===== config.mk =====
export PLATFORM = sky130hd
export DESIGN_NAME = prog_sequencer
export DESIGN_NICKNAME = d
export VERILOG_FILES = /design/src/rtl/prog_sequencer.sv
export SDC_FILE = /design/constraint.sdc
export NUM_CORES = 1
export LEC_CHECK = 0
export BUFFER_PORTS_ARGS = -buffer_cell sky130_fd_sc_hd__buf_4
export CAP_MARGIN = 20
export CORE_UTILIZATION = 43
export DETAILED_ROUTE_END_ITERATION = 10
export GPL_ROUTABILITY_DRIVEN = 0
export PLACE_DENSITY = 0.75
export SLEW_MARGIN = 0
export SYNTH_ARGS = -nofsm -noshare
export SYNTH_HDL_FRONTEND = slang
export SYNTH_SLANG_ARGS = --single-unit

===== constraint.sdc =====
create_clock -name CLK -period 1.5 [get_ports CLK]
set_input_delay 0.45 -clock CLK [delete_from_list [all_inputs] [get_ports CLK]]
set_output_delay 0.45 -clock CLK [all_outputs]
set_load 0.01 [all_outputs]

===== src/rtl/prog_sequencer.sv =====
// Instruction fetch/decode sequencer: 12-bit PC into an async ROM, latched instruction,
// EXEC-cycle control decode for the ALU/accumulator datapath, and two-byte jumps conditioned on the flags.
module prog_sequencer #(
  parameter logic [11:0] RESET_PC  = 12'h000,
  parameter logic [2:0]  PASS_SLCT = 3'b010
) (
  input  logic        CLK,
  input  logic        RST,
  input  logic        EN,
  input  logic        LOAD,
  input  logic [11:0] LVAL,
  input  logic [7:0]  PROG_BYTE,
  input  logic        CRRY,
  input  logic        ZRO,
  output logic [11:0] PC,
  output logic [7:0]  INSTR,
  output logic [1:0]  STATE,
  output logic        EA,
  output logic        EB,
  output logic        EC,
  output logic [2:0]  SLCT,
  output logic [3:0]  D0
);

  localparam logic [1:0] S_FETCH = 2'd0;
  localparam logic [1:0] S_EXEC  = 2'd1;
  localparam logic [1:0] S_IMM   = 2'd2;

  logic [1:0]  r_state;
  logic [11:0] r_pc;
  logic [7:0]  r_instr;
  logic [1:0]  w_state_nxt;
  logic [11:0] w_pc_nxt;
  logic [7:0]  w_instr_nxt;
  logic [3:0]  w_op;
  logic        w_taken;
  logic        w_is_jump;

  assign w_op      = r_instr[7:4];
  assign w_is_jump = (w_op == 4'h3) || (w_op == 4'h4) || (w_op == 4'h5);

  always_comb begin
    w_taken = 1'b0;
    case (w_op)
      4'h3:    w_taken = CRRY;
      4'h4:    w_taken = ZRO;
      4'h5:    w_taken = 1'b1;
      default: w_taken = 1'b0;
    endcase
  end

  always_ff @(posedge CLK) begin
    if (RST) begin
      r_state <= S_FETCH;
      r_pc    <= RESET_PC;
      r_instr <= 8'h00;
    end else begin
      r_state <= w_state_nxt;
      r_pc    <= w_pc_nxt;
      r_instr <= w_instr_nxt;
    end
  end

  // LOAD overrides the EN hold and aborts whatever instruction is in flight.
  always_comb begin
    w_state_nxt = r_state;
    w_pc_nxt    = r_pc;
    w_instr_nxt = r_instr;
    if (LOAD) begin
      w_state_nxt = S_FETCH;
      w_pc_nxt    = LVAL;
      w_instr_nxt = 8'h00;
    end else if (EN) begin
      case (r_state)
        S_FETCH: begin
          w_instr_nxt = PROG_BYTE;
          w_pc_nxt    = r_pc + 12'd1;
          w_state_nxt = S_EXEC;
        end
        S_EXEC:  w_state_nxt = w_is_jump ? S_IMM : S_FETCH;
        S_IMM: begin
          w_pc_nxt    = w_taken ? {r_instr[3:0], PROG_BYTE} : (r_pc + 12'd1);
          w_state_nxt = S_FETCH;
        end
        default: w_state_nxt = S_FETCH;
      endcase
    end
  end

  always_comb begin
    EA   = 1'b0;
    EB   = 1'b0;
    EC   = 1'b0;
    SLCT = 3'b000;
    D0   = 4'h0;
    if (EN && (r_state == S_EXEC)) begin
      if (w_op[3]) begin
        EA   = 1'b1;
        EB   = 1'b1;
        SLCT = w_op[2:0];
        D0   = r_instr[3:0];
      end else if (w_op == 4'h1) begin
        EA   = 1'b1;
        EB   = 1'b1;
        SLCT = PASS_SLCT;
        D0   = r_instr[3:0];
      end else if (w_op == 4'h2) begin
        EC   = 1'b1;
      end
    end
  end

  assign PC    = r_pc;
  assign INSTR = r_instr;
  assign STATE = r_state;

endmodule


## Yosys cells after proc, flatten, opt, wreduce, memory -nomap -nowiden

Cells that the tools add are included.

| operators by class | value |
|---|---|
| reduce and logical (&&, ||, !) cells | 9 |
| equal/unequal tests | 7 |
| muxes and demuxes | 20 |
| $add $sub $neg | 1 |

Operator list:

| operator | number |
|---|---|
| $mux 12 | 3 |
| $pmux 12 s2 | 1 |
| $add 12x1->12 const B | 1 |
| $mux 4 | 3 |
| $eq 4x2->1 const B | 2 |
| $eq 4x3->1 const B | 2 |
| $mux 1 | 7 |
| $mux 3 | 2 |
| $eq 4x1->1 const B | 1 |
| $mux 2 | 2 |
| $pmux 2 s2 | 1 |
| $reduce_and 2->1 | 2 |
| $pmux 1 s3 | 1 |
| $reduce_bool 3->1 | 1 |
| $eq 2x1->1 const B | 1 |
| $eq 2x2->1 const B | 1 |
| $logic_not 2->1 | 1 |
| $logic_or 1x1->1 | 2 |
| $reduce_bool 2->1 | 1 |
| $reduce_or 2->1 | 1 |
| $logic_and 1x1->1 | 1 |

| word-level totals | value |
|---|---|
| logic and storage cells | 40 |
| output and inout port bits | 32 |
| bits of input ports | 26 |
| bits in registers | 22 |

## Logic depth before layout (Yosys ltp)

| depth | value |
|---|---|
| word-level depth | 6 |
| gate-level depth with buffers | 6 |
| mapped depth without buffers | 6 |

## Worst setup path before layout

Ideal clock, no wire load.

| path | value |
|---|---|
| path type | reg-to-output |
| start | register r_state[0], in the netlist STATE[0] |
| end | output port D0[0] |
| setup slack | -0.065 ns |
| cell stages (with the launch flop) | 4 |
| data arrival time | 1.115 ns |
| required time | 1.050 ns |
| cells stage by stage | dfxtp_1 -> nand3b_1 -> nor2_1 -> and2_1 |

| between the ends | value |
|---|---|
| word-level cells in the longest chain between the ends | 3 |

Ends and longest elaborated chain:

| what | RTL line | RTL |
|---|---|---|
| start: declaration | 29 | `logic [1:0] r_state;` |
| start signal: assignment | 58 | `r_state <= w_state_nxt;` |
| $eq 2x1->1 | 96 | `if (EN && (r_state == S_EXEC)) begin` |
| $logic_and 1x1->1 | 96 |  |
| $mux 4 | 96 |  |
| end: declaration | 22 | `output logic [3:0] D0` |

Every way passes these cells.

## Worst setup path after layout

| path | value |
|---|---|
| start | register r_state[1], in the netlist STATE[1] |
| end | output port D0[1] |

Same word-level chain as after synthesis.

==> results.py <==
metrics = {
    "synthesis": {
        "post_synthesis_xor_xnor_area_fraction": 0.06167,
        "compound_gate_fraction_of_synth_area": 0.2088,
        "synthesis.area_per_instance_um2": 7.718,
        "post_synthesis_cell_type_count": 41,
        "synth_nets": 211,
        "yosys-top-cells-area": "dfxtp_1, a21oi_1, nor2_1",
        "synth_top_family_by_area": "simple AND/OR/NAND/NOR gates",
        "synth.area.mux_share": 0.05639,
        "netlist.area_leader.share": 0.3101,
        "syn_inst": 184,
        "synth-adder-area-share": 0.008811,
        "syn-cell-area_um2": 1420,
        "synth_simple_gate_area_frac": 0.2916,
        "yosysSeqAreaShare": 0.3101,
        "post_synthesis_cell_type_with_the_largest_combined_area": "dfxtp_1",
        "yosys_warn_count": 0,
        "ys_ff_latch": 22,
    },
    "setup_path": {
        "critPathCaptureType": "output port",
        "worstPathMaxFanout": 5,
        "rr_worst_depth": 6,
        "cells_along_the_critical_path": "nand3b_1 -> nor2_4 -> and2_4 -> buf_6",
        "worstReg2RegStart": "PC[1]",
        "worst_path_max_delay_cell": "dfxtp_2",
        "arrival_ns": 1.44,
        "crit_type": "reg2out",
        "worstReg2RegEnd": "PC[10]",
        "timing.critical_path.required_ns": 1.05,
        "critical_path.max_stage_delay_ns": 0.34,
        "critical_path.startpoint_type": "flop",
        "reg2reg_slack_ns": 0.01,
    },
    "routing": {
        "wl_per_cell_um": 14.74,
        "drtPass1Iterations": 4,
        "remaining_drc_errors": 0,
        "first_iter_violations": 107,
        "number_of_vias_after_detailed_routing": 1659,
        "ant_nets": 0,
        "finalWirelength_um": 4600,
        "drt-vias-per-instance": 5.317,
    },
    "power_and_ir_drop": {
        "static_leakage_power_nw": 1.072,
        "ir_drop_v": 0.0004167,
        "power.total_mw": 1.362,
        "power-per-cell-area_nw_per_um2": 594.3,
    },
    "timing": {
        "tns_ns": -3.413,
        "postLayoutSetupSlackWorst_ns": -0.3894,
        "relSlewSlack": 0.7179,
        "grt_setup_unrepaired": "true",
        "clock.fmax_mhz": 529.3,
        "final-hold-violation-count": 0,
        "final_max_slew_viol_count": 0,
        "worst_slew_pin_slew_ns": 0.4227,
        "layout_worst_path_cycle_share": 1.260,
        "fin_crit_ns": 1.889,
        "setup_viol": 10,
        "worst_clock_skew_ns": 0.006859,
    },
    "layout": {
        "layout.cells.non_filler": 312,
        "area_growth_syn_to_layout_pct": 61.32,
        "finalCoreUtilization": 0.7383,
        "nNetsFinal": 296,
        "drive_above_1_share": 0.5112,
        "antenna-diode-count": 0,
    },
    "worst_hold_path": {
        "hp-start": "PROG_BYTE[3]",
        "min-delay-path-class": "in2reg",
        "worstHoldPathCells": 3,
        "hold_path_sink": "INSTR[3]",
    },
    "clock_network": {
        "tritoncts_num_sinks": 22,
        "ctsRootBufferMaster": "clkbuf_4",
        "worst_setup_hold_path_clk_slew_ns": 0.13,
        "insertion_delay_ns": 0.30,
        "ctsLongestPathBuffers": 2,
        "tritoncts.num_buffers": 3,
        "clock_tree.htree_level_count": 1,
        "cts_tree": "yes",
    },
    "die": {
        "initial_core_util": 0.4577,
        "fp.dieH_um": 59.47,
        "floorplan.die_area_um2": 3537,
        "design.portCount": 58,
        "dieWidth_um": 59.47,
        "fp_rows": 20,
        "floorplan.core_area_um2": 3103,
    },
    "global_route": {
        "met2_usage": 0.3917,
        "grt_start_max_net_pins": 14,
        "grt_most_used_layer": "met2",
        "global_route_wire_length_before_repair_um": 6506,
        "grt_overflow_total": 0,
        "global_route.usage.total": 0.2468,
        "via_count_of_the_first_global_routing_pass": 1433,
        "global_route.usage.met3": 0.03275,
        "global_route.usage.met1": 0.3307,
        "initial_antenna_violation_count": 0,
    },
    "status": {
        "violations": "setup timing",
        "run_status": "finished, violations left",
    },
    "place": {
        "dp_hpwl_um": 3193,
        "portBuffers": 57,
        "pre_cts_slack_ns": -0.1994,
        "number_of_placed_cells_counting_well_taps": 304,
    },
    "job": {
        "maxCapViolations": 0,
    },
}
-- power by group --
part           switching [mW]  total (mW)  internal [mW]
combinational           0.181       0.382          0.201
sequential             0.0347       0.650          0.616
clock                   0.181       0.329          0.148
-- logic make-up after synthesis --
logic type / after synthesis
AOI/OAI and AO/OA: 47
xor gates and xnor gates: 10
adders and majority gates: 1
buffers and inverters: 15
DFF: 22
muxes: 8
and+or+nand+nor: 81
-- synth_stat cells --
master and count:
o32ai_1 2, or2_2 1, nand3b_1 1, a211oi_2 1, nor3b_1 1, nor2_1 31, or3_1 1, a21oi_1 24
a21o_1 1, nor2b_2 1, and3_2 1, xnor2_1 3, o32ai_2 1, buf_4 2, a21oi_4 1, dfxtp_1 22
nor3_1 5, nor4b_1 1, buf_6 1, clkbuf_8 1, xor2_1 7, and3_1 2, ha_1 1, dlygate4sd1_1 1
a311oi_1 1, clkbuf_1 6, nand3_1 7, a211oi_1 4, mux2i_1 8, inv_1 2, nand4_4 1, and2_1 4
nor4_4 1, nand2b_1 1, nand2_1 17, o21ai_0 8, nor2b_1 4, buf_2 2, o21ai_2 1, nand3_2 1
o22ai_1 3
-- routing by layer --
| metal | part of all wire | vias to the layer above | wire, um |
|---|---|---|---|
| met4 | 0.020 | 0 | 92 |
| li1 | - | 808 | - |
| met2 | 0.48 | 81 | 2223 |
| met3 | 0.076 | 12 | 349 |
| met1 | 0.42 | 758 | 1934 |
| met5 | 0 | - | 0 |
-- worst max-delay path, delay by kind of cell (launching register included) --
family                 cells  cell delay [ns]
buffers and inverters      1             0.09
flip-flops                 1             0.34
AND/OR/NAND/NOR            3             0.70
-- worst max path at each step --
stage / start / depth (start not counted) / slack (ns) / endpoint
global placement: EN / 5 / -0.18 / D0[3]
floorplan: STATE[0] / 2 / -0.01 / EC
finish: STATE[1] / 4 / -0.39 / D0[1]
global route: STATE[1] / 4 / -0.45 / D0[3]
detailed placement: EN / 5 / -0.20 / D0[2]
CTS: STATE[1] / 4 / -0.30 / SLCT[1]
-- what timing repair did --
item | CTS | global route
hold buffers | 0 | 0
setup endpoints to repair | 16 | 29
cloned | 0 | 1
setup buffers | 1 | 2
endpoints found under the hold margin | 0 | 0
pin swaps | 6 | 9
gates resized for setup | 11 | 27
-- placed cells by master, fill, tap and decap left out, types with 2 or more instances in the layout --
cell,count
a211oi_1,3
a211oi_2,2
a21oi_1,23
and2_4,3
and3_1,2
buf_4,87
buf_6,4
clkbuf_4,3
dfxtp_1,12
dfxtp_2,8
dfxtp_4,2
inv_1,2
mux2i_1,8
nand2_1,16
nand3_1,6
nand3_2,2
nor2_1,27
nor2_2,3
nor2b_1,3
nor2b_4,2
nor3_1,4
o21ai_0,8
o22ai_1,3
o32ai_2,2
xnor2_1,3
xor2_1,7
-- area by class of cell --
type,count,area [um^2]
tap,44,55.05
sequential,22,457.9
inverter,2,7.507
clock buffer,4,36.28
timing repair buffer,93,743.2
fill,247,812.0
multi-input combinational,147,991.0
-- registers in the layout, indices dropped and copies added (netlist names) --
name / cells
PC: 12
INSTR: 8
STATE: 2
-- stage by stage --
stage	cell area, um^2	hold WS, ns
4_1_cts	2165	0.3940
2_1_floorplan	1424	0.5044
3_5_place_dp	2078	0.4945
5_1_grt	2291	0.3816
6_report	2291	0.3963
3_3_place_gp	2078	0.4940
Power figures use the tool's default switching activity.
